### src/rtl/ras_ckpt_if.sv
// Bundle of RAS control, checkpoint/restore requests and prediction outputs
// shared between the fetch-1 branch logic (master) and the stack (slave).
interface ras_ckpt_if #(
   parameter int ADDR_W = 64,
   parameter int NCKPT  = 4
);
   localparam int IW = (NCKPT > 1) ? $clog2(NCKPT) : 1;

   logic [1:0]        ras_ctl_i;
   logic [ADDR_W-1:0] push_pc_i;
   logic              ckpt_we_i;
   logic [IW-1:0]     ckpt_id_i;
   logic              restore_i;
   logic [IW-1:0]     restore_id_i;
   logic [ADDR_W-1:0] top_o;
   logic              empty_o;
   logic              full_o;
   logic              overflow_o;
   logic              underflow_o;

   modport master (
      output ras_ctl_i, push_pc_i, ckpt_we_i, ckpt_id_i, restore_i, restore_id_i,
      input  top_o, empty_o, full_o, overflow_o, underflow_o
   );

   modport slave (
      input  ras_ctl_i, push_pc_i, ckpt_we_i, ckpt_id_i, restore_i, restore_id_i,
      output top_o, empty_o, full_o, overflow_o, underflow_o
   );
endinterface

### src/rtl/ras_ckpt.sv
// Return-address stack with per-branch checkpoints of {tos, count, top}.
// A restore repairs pointer, count and the single top entry; deeper entries
// that were clobbered by wrong-path pushes are deliberately left as they are.
module ras_ckpt #(
   parameter int ADDR_W = 64,
   parameter int DEPTH  = 8,
   parameter int NCKPT  = 4
) (
   input logic        clk_i,
   input logic        rst_n_i,
   ras_ckpt_if.slave  bus
);
   localparam int PW = $clog2(DEPTH);
   localparam int CW = PW + 1;
   localparam int IW = (NCKPT > 1) ? $clog2(NCKPT) : 1;
   localparam logic [CW-1:0] FULL_CNT = CW'(DEPTH);

   logic [ADDR_W-1:0] stack [DEPTH];
   logic [PW-1:0]     tos;
   logic [CW-1:0]     cnt;
   logic [PW-1:0]     ck_tos [NCKPT];
   logic [CW-1:0]     ck_cnt [NCKPT];
   logic [ADDR_W-1:0] ck_top [NCKPT];
   logic              overflow_q;
   logic              underflow_q;

   logic [ADDR_W-1:0] ret;
   logic [PW-1:0]     tos_nx;
   logic [CW-1:0]     cnt_nx;
   logic              wr_en;
   logic [PW-1:0]     wr_idx;
   logic [ADDR_W-1:0] wr_data;
   logic              ck_wr;
   logic [ADDR_W-1:0] top_nx;
   logic              overflow_nx;
   logic              underflow_nx;

   assign ret = bus.push_pc_i + ADDR_W'(4);

   // Work out the post-edge state; restore overrides every other request.
   always_comb begin
      tos_nx       = tos;
      cnt_nx       = cnt;
      wr_en        = 1'b0;
      wr_idx       = tos;
      wr_data      = ret;
      ck_wr        = 1'b0;
      overflow_nx  = 1'b0;
      underflow_nx = 1'b0;
      if (bus.restore_i) begin
         tos_nx  = ck_tos[bus.restore_id_i];
         cnt_nx  = ck_cnt[bus.restore_id_i];
         wr_en   = 1'b1;
         wr_idx  = ck_tos[bus.restore_id_i];
         wr_data = ck_top[bus.restore_id_i];
      end else begin
         ck_wr = bus.ckpt_we_i;
         case (bus.ras_ctl_i)
            2'b01: begin
               tos_nx      = tos + PW'(1);
               wr_en       = 1'b1;
               wr_idx      = tos + PW'(1);
               cnt_nx      = (cnt == FULL_CNT) ? cnt : cnt + CW'(1);
               overflow_nx = (cnt == FULL_CNT);
            end
            2'b10: begin
               if (cnt != '0) begin
                  tos_nx = tos - PW'(1);
                  cnt_nx = cnt - CW'(1);
               end else begin
                  underflow_nx = 1'b1;
               end
            end
            2'b11: begin
               wr_en  = 1'b1;
               wr_idx = tos;
               cnt_nx = (cnt == '0) ? CW'(1) : cnt;
            end
            default: ;
         endcase
      end
      top_nx = (wr_en && (wr_idx == tos_nx)) ? wr_data : stack[tos_nx];
   end

   // Stack storage, pointer, count and event pulses.
   always_ff @(posedge clk_i or negedge rst_n_i) begin
      if (!rst_n_i) begin
         for (int i = 0; i < DEPTH; i++) stack[i] <= '0;
         tos         <= '0;
         cnt         <= '0;
         overflow_q  <= 1'b0;
         underflow_q <= 1'b0;
      end else begin
         if (wr_en) stack[wr_idx] <= wr_data;
         tos         <= tos_nx;
         cnt         <= cnt_nx;
         overflow_q  <= overflow_nx;
         underflow_q <= underflow_nx;
      end
   end

   // Checkpoint slots capture the state as it will be after this edge.
   always_ff @(posedge clk_i or negedge rst_n_i) begin
      if (!rst_n_i) begin
         for (int i = 0; i < NCKPT; i++) begin
            ck_tos[i] <= '0;
            ck_cnt[i] <= '0;
            ck_top[i] <= '0;
         end
      end else if (ck_wr) begin
         ck_tos[bus.ckpt_id_i] <= tos_nx;
         ck_cnt[bus.ckpt_id_i] <= cnt_nx;
         ck_top[bus.ckpt_id_i] <= top_nx;
      end
   end

   assign bus.top_o       = (cnt == '0) ? '0 : stack[tos];
   assign bus.empty_o     = (cnt == '0);
   assign bus.full_o      = (cnt == FULL_CNT);
   assign bus.overflow_o  = overflow_q;
   assign bus.underflow_o = underflow_q;
endmodule

### src/flat_wrapper.sv
// flat-port wrapper written by rule: the top's interface ports become plain ports
module ras_ckpt_flat 
#(
   parameter int ADDR_W = 64,
   parameter int DEPTH  = 8,
   parameter int NCKPT  = 4
)
  (clk_i, rst_n_i, bus_ras_ctl_i, bus_push_pc_i, bus_ckpt_we_i, bus_ckpt_id_i, bus_restore_i, bus_restore_id_i, bus_top_o, bus_empty_o, bus_full_o, bus_overflow_o, bus_underflow_o);
  ras_ckpt_if #(.ADDR_W(ADDR_W), .NCKPT(NCKPT)) bus_i ();
  input logic clk_i;
  input logic rst_n_i;
  input wire logic [$bits(bus_i.ras_ctl_i)-1:0] bus_ras_ctl_i;
  input wire logic [$bits(bus_i.push_pc_i)-1:0] bus_push_pc_i;
  input wire logic [$bits(bus_i.ckpt_we_i)-1:0] bus_ckpt_we_i;
  input wire logic [$bits(bus_i.ckpt_id_i)-1:0] bus_ckpt_id_i;
  input wire logic [$bits(bus_i.restore_i)-1:0] bus_restore_i;
  input wire logic [$bits(bus_i.restore_id_i)-1:0] bus_restore_id_i;
  output wire logic [$bits(bus_i.top_o)-1:0] bus_top_o;
  output wire logic [$bits(bus_i.empty_o)-1:0] bus_empty_o;
  output wire logic [$bits(bus_i.full_o)-1:0] bus_full_o;
  output wire logic [$bits(bus_i.overflow_o)-1:0] bus_overflow_o;
  output wire logic [$bits(bus_i.underflow_o)-1:0] bus_underflow_o;
  assign bus_i.ras_ctl_i = bus_ras_ctl_i;
  assign bus_i.push_pc_i = bus_push_pc_i;
  assign bus_i.ckpt_we_i = bus_ckpt_we_i;
  assign bus_i.ckpt_id_i = bus_ckpt_id_i;
  assign bus_i.restore_i = bus_restore_i;
  assign bus_i.restore_id_i = bus_restore_id_i;
  assign bus_top_o = bus_i.top_o;
  assign bus_empty_o = bus_i.empty_o;
  assign bus_full_o = bus_i.full_o;
  assign bus_overflow_o = bus_i.overflow_o;
  assign bus_underflow_o = bus_i.underflow_o;
  ras_ckpt #(.ADDR_W(ADDR_W), .DEPTH(DEPTH), .NCKPT(NCKPT)) u_core (.clk_i(clk_i), .rst_n_i(rst_n_i), .bus(bus_i));
endmodule
### config.mk
export PLATFORM = sky130hd
export DESIGN_NAME = ras_ckpt_flat
export DESIGN_NICKNAME = d
export VERILOG_FILES = /design/src/rtl/ras_ckpt_if.sv /design/src/rtl/ras_ckpt.sv /design/src/flat_wrapper.sv
export SDC_FILE = /design/constraint.sdc
export NUM_CORES = 2
export LEC_CHECK = 0
export ABC_AREA = 1
export CORE_AREA = 2 2 389 391
export DETAILED_ROUTE_END_ITERATION = 12
export DIE_AREA = 0 0 391 393
export SKIP_LAST_GASP = 1
export SLEW_MARGIN = 10
export SYNTH_ARGS = -nofsm -noshare
export SYNTH_HDL_FRONTEND = slang
export SYNTH_SLANG_ARGS = --single-unit
### constraint.sdc
create_clock -name clk_i -period 8.33 [get_ports clk_i]
set_clock_uncertainty 0.15 [all_clocks]
set_input_delay 1.666 -clock clk_i [delete_from_list [all_inputs] [get_ports clk_i]]
set_output_delay 1.666 -clock clk_i [all_outputs]
set_load 0.01 [all_outputs]
Word level (Yosys, flattened, before mapping). Index checks and enable logic that the tools add are counted.

Memories: 0. Output and inout bits: 68. Flip-flop bits (word level): 805. Word-level logic and storage cells: 100. ROM bits: 0. Memory bits (writable): 0. Input bits: 74. Bits in latches: 0.

Reduce and logical (&&, ||, !) cells: 6. Multipliers: 0. Shift operators: 0. $lt $le $gt $ge: 7. Bitwise logic cells: 5. Divide/modulo/power cells: 0. Mux-type cells: 48. Equality and inequality tests: 5. Add/sub/neg operators: 5.

Operators with widths (count): $mux W64 (11); $bwmux W512 (1); $bmux W64 S3 (2); $bwmux W256 (1); $demux W64 S3 (1); $bmux W64 S2 (1); $demux W64 S2 (1); $add A64 B3 Y64 const B (1); $mux W4 (7); $mux W3 (7); $bwmux W16 (1); $bwmux W12 (1); $ge A4 B4 Y1 const B (3); $not A3 Y4 (3); $pmux W4 S3 (1); $bmux W4 S2 (1); $demux W4 S2 (1); $mux W1 (8); $bmux W3 S2 (1); $demux W3 S2 (1); $ge A3 B3 Y1 const B (2); $not A2 Y3 (2); $pmux W3 S2 (1); $add A4 B1 Y4 const B (1); other kinds (13) (16).

Longest topological paths before layout.
Depth after elaboration: 11. Depth in mapped cells: 20. Depth with buffers taken out: 18.

Worst setup path after synthesis. Ideal clock, no wire load.

Path type: flip-flop to output port. Start: reg u_core.tos[0]. End: out bus_top_o[52]. Setup slack: 4.690 ns. Stages on the path, launching flop included: 10. Arrival time: 1.824 ns. Required time: 6.514 ns. Path buffers: 4. Cells stage by stage: dfrtp_1 -> clkbuf_1 -> inv_1 -> buf_2 -> clkbuf_1 -> buf_2 -> nor2_1 -> o221ai_1 -> nand2_1 -> a31oi_1.

Longest elaborated chain between the ends: 5.

Ends and longest elaborated chain: start: declaration (line ras_ckpt.sv:19) `logic [PW-1:0] tos;`; start signal: assignment (line ras_ckpt.sv:95) `tos <= tos_nx;`; $not A3 Y4 (not written as such) (line ras_ckpt.sv:117) `assign bus.top_o = (cnt == '0) ? '0 : stack[tos];`; $bmux W64 S3 (line ras_ckpt.sv:117); $mux W64 (not written as such) (2 in series) (line ras_ckpt.sv:117); $mux W64 (line ras_ckpt.sv:117); end: declaration (line flat_wrapper.sv:18) `output wire logic [$bits(bus_i.top_o)-1:0] bus_top_o;`.

Every way passes these cells. The select of a mux whose other input is x is not followed.

Worst setup path in the final report.
Start: reg u_core.tos[0]. End: out bus_top_o[44].

Same word-level chain as after synthesis.

==> flow_metrics.tcl <==
set metrics [dict create \
    syn_area_mm2 0.04467 \
    crit_top_cell "o21ai_0" \
    ioPinCount 142 \
    die_w_um 391 \
    yosysWarnings 0 \
    setup_viol 0 \
    rows 142 \
    die_area_mm2 0.1537 \
    drc 0 \
    grt_usage_pct 22.99 \
    pre_cts_ws_ns 2.340 \
    seq_area_frac_synth_pct 45.10 \
    synth_edf_count 0 \
    syn_area_per_cell_um2 7.277 \
    crit_chain "inv_6, buf_4, o21ai_0, o22ai_1, o21ai_0, a31oi_1, clkdlybuf4s50_1" \
    ys_seq_elements 805 \
    worst_slack_ns 2.067 \
    clk_pin_slew_ns 0.06 \
    drt_first_pass_iters 7 \
    grt_pass1_wl_um 271200 \
    yosys.area.top_type "dfrtp_1" \
    viasPerCell 5.590 \
    numCtsBuffers 90 \
    hold_buffers 0 \
    ys_async_sr_fraction_pct 100.0 \
    slowest_stage "a31oi_1" \
    antenna_found_initial 3 \
    cts_root_buf "clkbuf_16" \
    cts_tree "done" \
    hp-class "reg -> reg" \
    crit_arrival_ns 4.45 \
    layout_min_cycle_time_ns 6.263 \
    drv_slew 0 \
    dieHeight_um 393 \
    period_share_pct 75.18 \
    area_delta_synth_final_pct 12.51 \
    syn_inst 6138 \
    worstPathRequired_ns 6.51 \
    hold_start "u_core.ck_top[178]" \
    r2r_end "u_core.stack[228]" \
    cp-end-kind "output port" \
    synth.most_common_cell "nand2_1" \
    synth.distinct_cells 48 \
    min_delay_path_depth 2 \
    cts_buffer_depth 3 \
    critPathMaxFanout 62 \
    vias 44710 \
    fmax_mhz 159.7 \
    cts_setup_buffers 0 \
    r2r-start "u_core.tos[1]" \
    outcome "finished clean" \
    reg2reg_depth 13 \
    drt_iter0_markers 5791 \
    p_per_area_mw_per_mm2 333.2 \
    clock_sinks 805 \
    post_cts_resized 0 \
    worstSetupPathType "reg -> out" \
    num_antenna_cells 0 \
    htreeDepth 3 \
    globalplace.congestion 0.9117 \
    wirelength_um 180300 \
    synthFlopType "dfrtp_1" \
    ys_top_cells_by_area "dfrtp_1, nand2_1, nand3_1" \
    port_buffers 141 \
    worstMarginPinSlew_ns 1.181 \
    coreArea_mm2 0.1492 \
    path_depth 7 \
    synth.top_cells.by_count "nand2_1, nand3_1, o21ai_0" \
    cp_num_buf_inv 3 \
    cap_viol_max_count 0 \
    crit_path_start_kind "register" \
    grt_pass1_vias 41970 \
    p_leak_uw 0.02271 \
    grt_max_degree 169 \
    r2r_setup_slack_ns 3.21 \
    dp.final_hpwl_um 107300 \
    clkLatencyLatePin_ns 0.70 \
    nets 6071 \
    drive_above_1_share_pct 5.799 \
    rsz0062_at_grt "no" \
    ir_drop_v 0.0001909 \
    totalNegativeSetupSlack_ns 0 \
    min_to "u_core.ck_top[178]" \
    finalHoldViolCount 0 \
    wl_per_cell_um 22.55 \
    cpPeakStageDelay_ns 0.81 \
    synthDominantCellAreaShare_pct 45.10 \
    ant_nets 0 \
    grt-ovfl-total 0 \
    syn_nets 6223 \
    maxSlewHeadroom_pct 19.01 \
    initial_core_util_pct 29.93 \
    crit_family "buffers and inverters" \
]
==> power by group <==
group | total, µW | switching [µW] | internal, µW
Sequential | 6880 | 1220 | 5660
Clock | 4080 | 1700 | 2380
Combinational | 5790 | 3730 | 2060
Total | 16700 | 6650 | 10100
==> cells in the final DEF (no fill, tap or decap), types with 21 or more instances in the layout <==
cell type        instances
a21oi_1                109
dfrtp_1                803
o21ai_0                863
nor3_1                  34
o22ai_1                 73
o21ai_1                 72
nor2_1                 529
inv_1                  188
clkbuf_8                21
nand4_1                 35
nand3_1                999
o221ai_1                26
nand3_2                 54
nand2_1               1631
clkdlybuf4s50_1        137
clkbuf_16               91
a31oi_1                113
clkbuf_1                25
buf_4                   72
==> worst max path at each step <==
stage                          start            endpoint  slack (ns)
finish                 u_core.tos[0]       bus_top_o[44]        2.07
global placement    bus_ras_ctl_i[0]  u_core.ck_top[107]        2.35
floorplan              u_core.tos[0]       bus_top_o[52]        4.69
CTS                    u_core.tos[0]       bus_top_o[44]        2.09
global route           u_core.tos[0]       bus_top_o[44]        2.05
detailed placement  bus_ras_ctl_i[0]  u_core.ck_top[171]        2.34
==> area by class of cell <==
type | count | area [µm²]
fillers | 15850 | 98990
clock buffers | 137 | 2660
clock inverters | 22 | 285.3
inverters | 219 | 845.8
flip-flops and latches | 805 | 20150
well taps | 1944 | 2432
multi-input cells | 4645 | 21680
repair buffers | 225 | 2197
==> metal layers <==
layer | GRT usage (%) | up-vias | routed length [µm]
li1 | - | 20340 | -
met1 | 30.00 | 21590 | 72900
met2 | 36.35 | 2338 | 81340
met3 | 4.179 | 435 | 15990
met4 | 11.89 | 2 | 10090
met5 | 0 | - | 13
==> state kept, by name, summed over array words and instances (netlist names) <==
name                    flops
u_core.tos                  3
u_core.ck_cnt              16
u_core.bus.underflow_o      1
u_core.ck_top             256
u_core.bus.overflow_o       1
u_core.stack              512
u_core.cnt                  4
u_core.ck_tos              12
==> tightest hold or removal path, stage by stage, from the launching register on <==
cell	delay, ns
dfrtp_1	0.33
nand2_1	0.05
nand2_1	0.05
==> cell families (layout without fill, tap and decap cells) <==
group,count (synthesis),count (layout),share of synthesized area [%]
adder cells (fa/ha/maj),11,11,0.3081
flip-flops,805,805,45.10
AO/OA/AOI/OAI,1270,1270,15.10
XOR/XNOR,25,25,0.4902
multiplexers,12,12,0.2689
buffers and inverters,688,603,6.507
AND/OR/NAND/NOR,3327,3327,32.23
==> per-stage QoR <==
step                      cell area [µm²]  util, %  std cells  hold slack, ns  total power, µW
final                               50250    33.67       7997          0.3195            16750
after global routing                50250    33.67       7997          0.3361            17880
after floorplan                     44670        -       6138          0.2937            10470
after detailed placement            47310    31.70       7838          0.3097            12630
after CTS                           50250    33.67       7997          0.3251            16740
after global placement              47310    31.70       7838          0.3068            12500
No activity file was read; power rests on OpenSTA's default activity.
